$ cat src/rtl/bcd2bin_seq_pkg.sv
// Shared types and constants for the sequential BCD-to-binary converter.
package bcd_pkg;

    typedef enum logic [0:0] {
        IDLE  = 1'b0,
        SHIFT = 1'b1
    } state_e;

    localparam logic [3:0] ADJ_THRESH = 4'd8;
    localparam logic [3:0] ADJ_CORR   = 4'd3;

    // Smallest binary width able to hold 10^digits - 1.
    function automatic int min_bin_w(input int digits);
        longint unsigned pow10;
        pow10 = 1;
        for (int i = 0; i < digits; i++) begin
            pow10 = pow10 * 10;
        end
        return $clog2(pow10);
    endfunction

endpackage

$ cat src/rtl/bcd2bin_seq_if.sv
// Start/done handshake bundle between the requester and bcd2bin_seq.
interface bcd2bin_seq_if #(
    parameter int DIGITS = 4,
    parameter int BIN_W  = 14
) ();

    logic                  start;
    logic [4*DIGITS-1:0]   bcd_in;
    logic                  busy;
    logic                  done;
    logic [BIN_W-1:0]      bin_out;
    logic                  err;

    modport master (
        output start,
        output bcd_in,
        input  busy,
        input  done,
        input  bin_out,
        input  err
    );

    modport slave (
        input  start,
        input  bcd_in,
        output busy,
        output done,
        output bin_out,
        output err
    );

endinterface

$ cat src/rtl/bcd2bin_seq_digit_adj.sv
// One BCD digit correction step of reverse double-dabble: subtract 3 when >= 8.
module bcd_digit_adj
    import bcd_pkg::*;
(
    input  logic [3:0] digit_i,
    output logic [3:0] digit_o
);

    assign digit_o = (digit_i >= ADJ_THRESH) ? (digit_i - ADJ_CORR) : digit_i;

endmodule

$ cat src/rtl/bcd2bin_seq.sv
// Sequential BCD-to-binary converter (reverse double-dabble, fixed BIN_W-cycle latency).
// Optional invalid-digit rejection is enabled with the BCD2BIN_CHECK_EN macro.
module bcd2bin_seq
    import bcd_pkg::*;
#(
    parameter int DIGITS = 4,
    parameter int BIN_W  = 14
) (
    input  logic          sys_clk,
    input  logic          reset,
    bcd2bin_seq_if.slave  bus
);

    localparam int BCD_W = 4 * DIGITS;
    localparam int CNT_W = $clog2(BIN_W + 1);
    localparam logic [CNT_W-1:0] CNT_LAST = CNT_W'(BIN_W - 1);

    if (BIN_W < min_bin_w(DIGITS)) begin : g_bad_width
        $error("bcd2bin_seq: BIN_W too small for DIGITS");
    end

    state_e             state_q, state_d;
    logic [BCD_W-1:0]   bcd_q, bcd_d;
    logic [BIN_W-1:0]   bin_q, bin_d;
    logic [CNT_W-1:0]   cnt_q, cnt_d;
    logic [BIN_W-1:0]   bin_out_q, bin_out_d;
    logic               done_q, done_d;
    logic               abort;

    logic [BCD_W+BIN_W-1:0] shifted;
    logic [BCD_W-1:0]       bcd_adj;

    assign shifted = {bcd_q, bin_q} >> 1;

    // Each digit is corrected after the shift, independently of its neighbours.
    for (genvar gi = 0; gi < DIGITS; gi++) begin : g_adj
        bcd_digit_adj u_adj (
            .digit_i (shifted[BIN_W + 4*gi +: 4]),
            .digit_o (bcd_adj[4*gi +: 4])
        );
    end

`ifdef BCD2BIN_CHECK_EN
    logic               err_q, err_d;
    logic [DIGITS-1:0]  digit_bad;

    for (genvar gi = 0; gi < DIGITS; gi++) begin : g_chk
        assign digit_bad[gi] = (bus.bcd_in[4*gi +: 4] > 4'd9);
    end

    // A rejected request spends a single SHIFT cycle that only raises done.
    assign abort   = err_q;
    assign bus.err = err_q;
`else
    assign abort   = 1'b0;
    assign bus.err = 1'b0;
`endif

    always_comb begin
        state_d   = state_q;
        bcd_d     = bcd_q;
        bin_d     = bin_q;
        cnt_d     = cnt_q;
        bin_out_d = bin_out_q;
        done_d    = 1'b0;
`ifdef BCD2BIN_CHECK_EN
        err_d     = err_q;
`endif
        case (state_q)
            IDLE: begin
                if (bus.start) begin
                    bcd_d   = bus.bcd_in;
                    bin_d   = '0;
                    cnt_d   = '0;
                    state_d = SHIFT;
`ifdef BCD2BIN_CHECK_EN
                    err_d   = |digit_bad;
`endif
                end
            end
            SHIFT: begin
                if (abort) begin
                    done_d  = 1'b1;
                    state_d = IDLE;
                end else begin
                    bcd_d = bcd_adj;
                    bin_d = shifted[BIN_W-1:0];
                    cnt_d = cnt_q + 1'b1;
                    if (cnt_q == CNT_LAST) begin
                        bin_out_d = shifted[BIN_W-1:0];
                        done_d    = 1'b1;
                        state_d   = IDLE;
                    end
                end
            end
            default: begin
                state_d = IDLE;
            end
        endcase
    end

    always_ff @(posedge sys_clk or posedge reset) begin
        if (reset) begin
            state_q   <= IDLE;
            bcd_q     <= '0;
            bin_q     <= '0;
            cnt_q     <= '0;
            bin_out_q <= '0;
            done_q    <= 1'b0;
`ifdef BCD2BIN_CHECK_EN
            err_q     <= 1'b0;
`endif
        end else begin
            state_q   <= state_d;
            bcd_q     <= bcd_d;
            bin_q     <= bin_d;
            cnt_q     <= cnt_d;
            bin_out_q <= bin_out_d;
            done_q    <= done_d;
`ifdef BCD2BIN_CHECK_EN
            err_q     <= err_d;
`endif
        end
    end

    assign bus.busy    = (state_q == SHIFT);
    assign bus.done    = done_q;
    assign bus.bin_out = bin_out_q;

endmodule

$ cat src/flat_wrapper.sv
// flat-port wrapper written by rule: the top's interface ports become plain ports
module bcd2bin_seq_flat import bcd_pkg::*;
#(
    parameter int DIGITS = 4,
    parameter int BIN_W  = 14
)
  (sys_clk, reset, bus_start, bus_bcd_in, bus_busy, bus_done, bus_bin_out, bus_err);
  bcd2bin_seq_if #(.DIGITS(DIGITS), .BIN_W(BIN_W)) bus_i ();
  input  logic sys_clk;
  input  logic reset;
  input wire logic [$bits(bus_i.start)-1:0] bus_start;
  input wire logic [$bits(bus_i.bcd_in)-1:0] bus_bcd_in;
  output wire logic [$bits(bus_i.busy)-1:0] bus_busy;
  output wire logic [$bits(bus_i.done)-1:0] bus_done;
  output wire logic [$bits(bus_i.bin_out)-1:0] bus_bin_out;
  output wire logic [$bits(bus_i.err)-1:0] bus_err;
  assign bus_i.start = bus_start;
  assign bus_i.bcd_in = bus_bcd_in;
  assign bus_busy = bus_i.busy;
  assign bus_done = bus_i.done;
  assign bus_bin_out = bus_i.bin_out;
  assign bus_err = bus_i.err;
  bcd2bin_seq #(.DIGITS(DIGITS), .BIN_W(BIN_W)) u_core (.sys_clk(sys_clk), .reset(reset), .bus(bus_i));
endmodule
$ cat config.mk
export PLATFORM = sky130hd
export DESIGN_NAME = bcd2bin_seq_flat
export DESIGN_NICKNAME = d
export VERILOG_FILES = /design/src/rtl/bcd2bin_seq_pkg.sv /design/src/rtl/bcd2bin_seq_if.sv /design/src/rtl/bcd2bin_seq_digit_adj.sv /design/src/rtl/bcd2bin_seq.sv /design/src/flat_wrapper.sv
export SDC_FILE = /design/constraint.sdc
export NUM_CORES = 1
export LEC_CHECK = 0
export BUFFER_PORTS_ARGS = -buffer_cell sky130_fd_sc_hd__buf_2
export CORE_AREA = 5 5 71 73
export CTS_CLUSTER_SIZE = 16
export DETAILED_ROUTE_END_ITERATION = 16
export DIE_AREA = 0 0 76 78
export PLACE_DENSITY_LB_ADDON = 0.3
export RECOVER_POWER = 25
export SYNTH_ARGS = -nofsm -noshare
export SYNTH_HDL_FRONTEND = slang
export SYNTH_SLANG_ARGS = --single-unit
$ cat constraint.sdc
create_clock -name sys_clk -period 1.58 [get_ports sys_clk]
set_input_delay 0.079 -clock sys_clk [delete_from_list [all_inputs] [get_ports sys_clk]]
set_output_delay 0.079 -clock sys_clk [all_outputs]
set_load 0.02 [all_outputs]
# ---- Word level (Yosys, flattened, before mapping)
# Cells that the tools add are included.
dict set report totals {
  regBits 50
  in_bits 19
  out_inout_bits 17
}
dict set report op_classes {
  addsub 5
  n_lt_le_gt_ge 4
  n_eq_ne 2
  muxes 15
  bitwise_logic 1
  reduce_logical 1
}
# cell n
set ops {}
lappend ops {{$pmux W16 S2} 1}
lappend ops {{$pmux W14 S2} 1}
lappend ops {{$mux W4} 5}
lappend ops {{$mux W16} 1}
lappend ops {{$mux W14} 1}
lappend ops {{$ge A4 B4 Y1 const B} 3}
lappend ops {{$sub A4 B2 Y4 const B} 3}
lappend ops {{$pmux W4 S2} 1}
lappend ops {{$add A4 B1 Y4 const B} 1}
lappend ops {{$eq A4 B4 Y1 const B} 1}
lappend ops {{$ge A3 B4 Y1 const B} 1}
lappend ops {{$mux W1} 4}
lappend ops {{$sub A3 B2 Y4 const B} 1}
lappend ops {{$ne A2 B2 Y1 const B} 1}
lappend ops {{$pmux W1 S2} 1}
lappend ops {{$reduce_and A2 Y1} 1}
lappend ops {{$not A1 Y1} 1}

# ---- Depth between registers and ports, before layout
# Gate-level depths: netlist of the first run.
dict set report depth {
  depth_word 3
  ltp_mapped 7
}

# ---- By module
# Synthesis of the first run repeated with hierarchy kept, for this count alone.
dict set report hier_totals {
  hier_cells 255
  area_unflattened_um2 2392.3
}
# mod instances cells_per_inst area_each_um2 seq_area_each_um2
set by_module_without_submodules {}
lappend by_module_without_submodules {bcd2bin_seq 1 211 2087.0 1226.2}
lappend by_module_without_submodules {bcd_digit_adj 4 11 76.3 0.0}

# ---- Worst setup path before layout of the first run
# Ideal clock, no wire load.
dict set report synth_path {
  path_type {flip-flop to flip-flop}
  from {register u_core.state_q (netlist: u_core.bus.busy)}
  to {register u_core.bin_q[2]}
  setup_ns 0.133
  arrival_time_ns 1.067
  slack_ns 0.380
  path_stages_with_launch 6
  path_buffers 3
  cell_sequence {dfrtp_1 -> buf_4 -> buf_4 -> buf_4 -> nand2_1 -> o21ai_0}
}
dict set report synth_via {
  elab_chain_cells 2
}
# element line_no
set synth_rtl {}
lappend synth_rtl {{start, declared} bcd2bin_seq.sv:22} ;# state_e state_q, state_d;
lappend synth_rtl {{start signal, assigned} bcd2bin_seq.sv:114} ;# state_q <= state_d;
lappend synth_rtl {{$not A1 Y1} -}
lappend synth_rtl {{$pmux W14 S2 / $ne A2 B2 Y1 (equally long branches)} -}
lappend synth_rtl {{end signal, assigned} bcd2bin_seq.sv:116} ;# bin_q <= bin_d;
lappend synth_rtl {{end, declared} bcd2bin_seq.sv:24} ;# logic [BIN_W-1:0] bin_q, bin_d;
# Parallel ways exist; a longest one is shown, timed or not.
# A chain may end at the register's enable or synchronous reset.

# ---- Worst setup path after layout of the first run
dict set report layout_path {
  from {register u_core.state_q (netlist: u_core.bus.busy)}
  to {output bus_busy}
}
# element line_no
set layout_lines {}
lappend layout_lines {{end, declared} flat_wrapper.sv:13} ;# output wire logic [$bits(bus_i.busy)-1:0] bus_busy;
# No word-level cell between the ends.

==> metrics.txt, run 1 <==
remaining antenna violation count 0; Worst Max-Slew Pin Slew 0.608 ns; Iter 0 DRT Violations 74; Cell Chain, Critical Path buf_4 -> buf_2; PwrDens 1780 nW/um2; Hold Path Class in2reg; # DRC 0; post-cts resize count 0; WP buf/inv 2; synthesized net count 265; min cycle time layout 1.37 ns; WP data required 1.50 ns; post-layout util 61.5%; Net Switching 0.00176 W; DIE AREA 5930 um2; layout cells sized above 1 14.2%; Core Footprint 4290 um2; crit path DAT 1.29 ns; CTS tree yes; Ant. Diodes 0; Rel. slew slack 59.4%; clk_lat worst skew 0.30 ns; GRT Overall Usage 15.0%; flops & latches, synth 49; Worst VDD drop 0.000943 V; unrepaired setup endpoints after global routing false; final wirelength 4210 um; worst-path fanout max 12; clock transition time at the flip-flop clock pins of the worst setup and hold paths 0.08 ns; CTS buffer count 5; Gate Count Post-Synth 238; clock network fraction of total power 18.2%; clk buf depth 2; Final Hold Viols 0; Die Y 78 um; WL/cell 12.9 um; CTS sink count 49; simple-gate portion of the synthesized area 19.0%; number of unique standard cell types used by synthesis 29; post-synthesis compound-gate area fraction 10.2%; Leakage 1.32 nW; crit-path max cell delay 0.61 ns; Setup CP Type reg2out; main combinational cell family by area after synthesis simple AND/OR/NAND/NOR gates; IO Port Bufs 34; initial antenna violation count 0; site row count 24; syn avg cell area 9.78 um2; mux contribution to synthesized area 5.22%; dpl hpwl 2920 um; Slew Viols, Final 0; combinational power share 34.2%; Worst Setup End Kind primary output; adder-cell share of the synthesized area 4.30%; vias in the first global route 1614; reg-to-reg setup timing slack 0.30 ns; Top Ports 36; Worst path slowest cell dfrtp_1; Flop pwr share 47.6%; largest net degree at the start of global routing 45; sequential share of the synthesized area 52.7%; final layout net count 301; CP top delay family flip-flops; Fin Clk Skew 0.00235 ns; Fmax achieved 0.730 GHz; Overflow after GRT 0; Final TNS setup 0 ns; status completed; routed vias/inst 5.10; post-route clock period utilization 86.7%; xor and xnor area share after synthesis 2.26%; die width 76 um; first-pass GRT wire length 7290 um; DRT Pass-1 Iters 4; H-tree levels 2; Max-Cap Viols 0; total number of vias 1661; root buf cell clkbuf_8; number of synthesis warnings 0; Mapped Area 2330 um2; Internal Pwr Total 0.00294 W; Layout Area Growth over Synthesis 13.5%; Sw Share 37.4%; setup violators final 0; Initial Util 54.2%; placer congestion estimate 0.740; CP startpoint kind flop
## final timing paths
check,startpoint,depth (start not counted),to
worst min register to register,u_core.bus.bin_out[6],2,u_core.bus.bin_out[6]
worst max register to register,u_core.bus.busy,4,u_core.bus.bin_out[12]
max in group asynchronous,reset,4,u_core.bus.bin_out[5]
worst max-delay path,u_core.bus.busy,2,bus_busy
min in group asynchronous,reset,3,u_core.bin_q[11]
worst min-delay path,bus_bcd_in[15],3,u_core.bcd_q[15]
## routing by layer
metal | global-route usage [%] | vias to the layer above | wire length [um]
met5 | 0 | - | 0
met4 | 5.34 | 0 | 62
met3 | 3.70 | 8 | 208
met2 | 26.3 | 32 | 2060
met1 | 17.9 | 786 | 1880
li1 | - | 835 | -
## cell usage in the layout (no fill, tap or decap)
cell / instances
a211oi_1: 6
a21oi_1: 9
a31oi_1: 2
and2b_1: 4
buf_12: 2
buf_2: 22
buf_4: 4
bufinv_16: 1
clkbuf_1: 12
clkbuf_8: 5
clkinv_2: 1
conb_1: 1
dfrtp_1: 49
dlygate4sd3_1: 3
ha_1: 8
inv_1: 7
inv_2: 2
mux2_2: 1
mux2i_1: 11
nand2_1: 65
nand2b_1: 14
nand3b_1: 1
nand4_1: 1
nand4_2: 1
nor2_1: 3
nor2b_1: 7
o21ai_0: 19
o21ai_1: 5
o22ai_1: 1
o31ai_1: 1
xnor2_1: 3
xor2_1: 3
## metrics by stage
stage,power [W],cells,setup slack [ns],hold slack [ns],area (um2)
6_report,0.00470,326,0.211,0.0246,2640
5_1_grt,0.00508,326,0.138,0.0414,2640
4_1_cts,0.00479,326,0.206,0.0202,2660
3_5_place_dp,0.00392,316,0.327,0.193,2520
3_3_place_gp,0.00384,316,0.375,0.191,2520
2_1_floorplan,0.00343,238,0.328,0.201,2330
## worst min-delay path, cell delays in order
cell and delay, ns:
buf_2 0.07, mux2i_1 0.05, nor2_1 0.08
## power by group through the flow
stage,clock (W),sequential (W),combinational [W]
floorplan,0,0.00233,0.00110
global placement,0,0.00224,0.00160
detailed placement,0,0.00226,0.00167
CTS,0.000878,0.00224,0.00168
global route,0.000918,0.00232,0.00185
finish,0.000854,0.00224,0.00161
## registers in the layout (all words and copies together), names as in the netlist
name,count
u_core.bus.busy,1
u_core.bin_q,13
u_core.bus.done,1
u_core.bus.bin_out,14
u_core.cnt_q,4
u_core.bcd_q,16
## cells in the mapped netlist (all sizes together)
| cell type | instances | area, um2 |
|---|---|---|
| a211oi | 6 | 45.0 |
| a21oi | 9 | 45.0 |
| a31oi | 2 | 12.5 |
| and2b | 4 | 30.0 |
| buf | 13 | 106 |
| clkbuf | 1 | 3.75 |
| conb | 1 | 3.75 |
| dfrtp | 49 | 1230 |
| ha | 8 | 100 |
| inv | 9 | 33.8 |
| mux2 | 1 | 11.3 |
| mux2i | 11 | 110 |
| nand2 | 65 | 244 |
| nand2b | 14 | 87.6 |
| nand3b | 1 | 7.51 |
| nand4 | 2 | 18.8 |
| nor2 | 3 | 11.3 |
| nor2b | 7 | 43.8 |
| o21ai | 24 | 120 |
| o22ai | 1 | 6.26 |
| o31ai | 1 | 7.51 |
| xnor2 | 3 | 26.3 |
| xor2 | 3 | 26.3 |
## repair_timing
| item | CTS | global route |
|---|---|---|
| setup buffers | 0 | 0 |
| hold buffers | 3 | 0 |
| hold endpoints to repair | 29 | 0 |
## logic make-up after synthesis
kind of cell,after synthesis
AOI/OAI and AO/OA,43
adders and majority gates,8
muxes,12
buffers and inverters,23
xor gates and xnor gates,6
DFF,49
and+or+nand+nor,96
other,1
## final cells by class
cell class / count / area (um2)
Multi-Input combinational cell: 166 / 957
Inverter: 9 / 33.8
Tap cell: 52 / 65.1
Timing Repair Buffer: 43 / 255
Fill cell: 398 / 1650
Clock buffer: 5 / 68.8
Clock inverter: 2 / 35.0
Sequential cell: 49 / 1230
(Power assumes the default switching activity.)
==> run 2: changes to the inputs <==
--- a/config.mk
+++ b/config.mk
@@ -6,10 +6,11 @@
 export NUM_CORES = 1
 export LEC_CHECK = 0
 export BUFFER_PORTS_ARGS = -buffer_cell sky130_fd_sc_hd__buf_2
-export CORE_AREA = 5 5 71 73
+export CAP_MARGIN = 20
+export CORE_AREA = 5 5 69 71
 export CTS_CLUSTER_SIZE = 16
 export DETAILED_ROUTE_END_ITERATION = 16
-export DIE_AREA = 0 0 76 78
+export DIE_AREA = 0 0 74 76
 export PLACE_DENSITY_LB_ADDON = 0.3
 export RECOVER_POWER = 25
 export SYNTH_ARGS = -nofsm -noshare
==> constraint.sdc (replaced) <==
create_clock -name sys_clk -period 1.7 [get_ports sys_clk]
set_input_delay 0.085 -clock sys_clk [delete_from_list [all_inputs] [get_ports sys_clk]]
set_output_delay 0.085 -clock sys_clk [all_outputs]
set_load 0.02 [all_outputs]
==> run 2 against run 1 <==
Sequential share of layout area is 0.65 points higher. Via count decreased by 1.8%. Cell area decreased by 1.4%. Non-clock buffer count decreased by 1. Critical path depth rose by 4. First-iteration DRC count up 23%. Die area fell by 5.1%.
==> metrics.txt, run 2 (synthesized netlist as in run 1, its figures left out) <==
CP startpoint u_core.cnt_q[1]; H-tree levels 2; Layout Area Growth over Synthesis 11.9%; CP dominant cell by count nand2_1; IO Port Bufs 34; die width 74 um; min cycle time layout 1.21 ns; CTS tree yes; Iter 0 DRT Violations 91; Ant. Diodes 0; clock transition time at the flip-flop clock pins of the worst setup and hold paths 0.08 ns; WP depth 6; largest net degree at the start of global routing 32; clk buf depth 2; CTS sink count 49; post-route clock period utilization 71.1%; Initial Util 55.8%; setup violators final 0; post-cts resize count 0; PwrDens 1620 nW/um2; Max-Cap Viols 0; Final Hold Viols 0; total number of vias 1631; Slew Viols, Final 0; final wirelength 4040 um; unrepaired setup endpoints after global routing false; CP startpoint kind flop; CP top delay family flip-flops; worst-path fanout max 14; Core Footprint 4170 um2; WL/cell 12.4 um; max reg flops 16; DIE AREA 5620 um2; hold_ws 0.0192 ns; Worst path slowest cell dfrtp_1; Biggest register u_core.bcd_q; Hold Path Class in2reg; initial antenna violation count 0; Top Ports 36; GRT Overall Usage 15.9%; vias in the first global route 1650; reg-to-reg setup timing slack 0.49 ns; CTS buffer count 5; Cell Chain, Critical Path inv_1 -> ha_1 -> nand4_2 -> buf_4 -> nand2_1 -> nand2_1; site row count 24; Worst VDD drop 0.000710 V; Leakage 1.31 nW; Final TNS setup 0 ns; Worst Setup End Kind flop; most common cell after layout, fill and taps aside nand2_1; reg-to-reg endpoint u_core.bus.bin_out[5]; worst setup path endpoint u_core.bus.bin_out[5]; Fin Clk Skew 0.00405 ns; crit-path max cell delay 0.40 ns; status completed; Die Y 76 um; placer congestion estimate 0.735; Fmax achieved 0.828 GHz; remaining antenna violation count 0; leading cell types in the layout, fill and taps excluded nand2_1 (65), dfrtp_1 (49), buf_2 (25); Filler cells 372; DRT Pass-1 Iters 4; WP data required 1.89 ns; Worst Max-Slew Pin Slew 0.782 ns; root buf cell clkbuf_8; layout cells sized above 1 14.7%; first-pass GRT wire length 7230 um; reg-to-reg critical path startpoint u_core.cnt_q[1]; # DRC 0; Setup CP Type reg2reg; Overflow after GRT 0; routed vias/inst 5.02; clk_lat worst skew 0.29 ns; Rel. slew slack 47.8%; final layout net count 300; dpl hpwl 2840 um; worst r2r path cells 6; WP buf/inv 2; crit path DAT 1.39 ns
[run 2: changes by cell type in the layout (fill, tap and decap cells not counted)]
cell           change
buf_2              +3
inv_2              -1
buf_12             -1
clkinv_2           -1
bufinv_16          -1
clkbuf_1           -2
buf_4              +1
dlygate4sd3_1      -1
clkbuf_8           +1
inv_1              +1
[run 2: repair_timing]
| item | CTS | global route |
|---|---|---|
| hold endpoints to repair | 19 | 0 |
| hold buffers | 2 | 0 |
| buffers inserted | 0 | 0 |
[run 2: routing by layer]
layer	track usage, %	wire length [um]	vias up	share of wire (%)
li1	-	-	837	-
met1	21.3	1880	756	47
met2	25.6	1900	31	47
met3	3.03	191	7	4.7
met4	5.43	60	0	1.5
met5	0	0	-	0
[run 2: worst min-delay path by stage]
stage | from | endpoint | slack [ns] | depth (start not counted)
5_1_grt | bus_bcd_in[3] | u_core.bcd_q[3] | 0.04 | 3
4_1_cts | bus_bcd_in[3] | u_core.bcd_q[3] | 0.01 | 3
3_5_place_dp | reset | u_core.bus.bin_out[6] | 0.11 | 2
6_report | bus_bcd_in[3] | u_core.bcd_q[3] | 0.02 | 3
3_3_place_gp | reset | u_core.bus.bin_out[7] | 0.11 | 2
2_1_floorplan | bus_bcd_in[11] | u_core.bcd_q[11] | 0.21 | 2
[run 2: final cells by class]
type                       count  area [um2]  area share [%]
sequential                    49        1230            47.1
multi-input combinational    166         957            36.7
timing repair buffer          42         236            9.08
clock buffer                   7        86.3            3.31
tap                           52        65.1            2.50
inverter                       9        33.8            1.30
[run 2: tightest hold or removal path: stages]
cell,delay (ns)
buf_2,0.08
nand2_1,0.04
o21ai_1,0.07
[run 2: power by group]
group | total, W | switching [W] | internal (W)
Clock | 0.000675 | 0.000352 | 0.000323
Sequential | 0.00206 | 0.000412 | 0.00165
Combinational | 0.00148 | 0.000836 | 0.000643
[run 2: through the flow]
step | utilization [%] | cell area [um2] | total power (W) | setup slack (ns) | cells
final | 62.4 | 2610 | 0.00422 | 0.492 | 325
after global routing | 62.4 | 2610 | 0.00460 | 0.330 | 325
after CTS | 62.7 | 2620 | 0.00430 | 0.483 | 325
after detailed placement | 60.1 | 2510 | 0.00361 | 0.497 | 316
after global placement | 60.1 | 2510 | 0.00354 | 0.527 | 316
after floorplan | - | 2330 | 0.00319 | 0.442 | 238
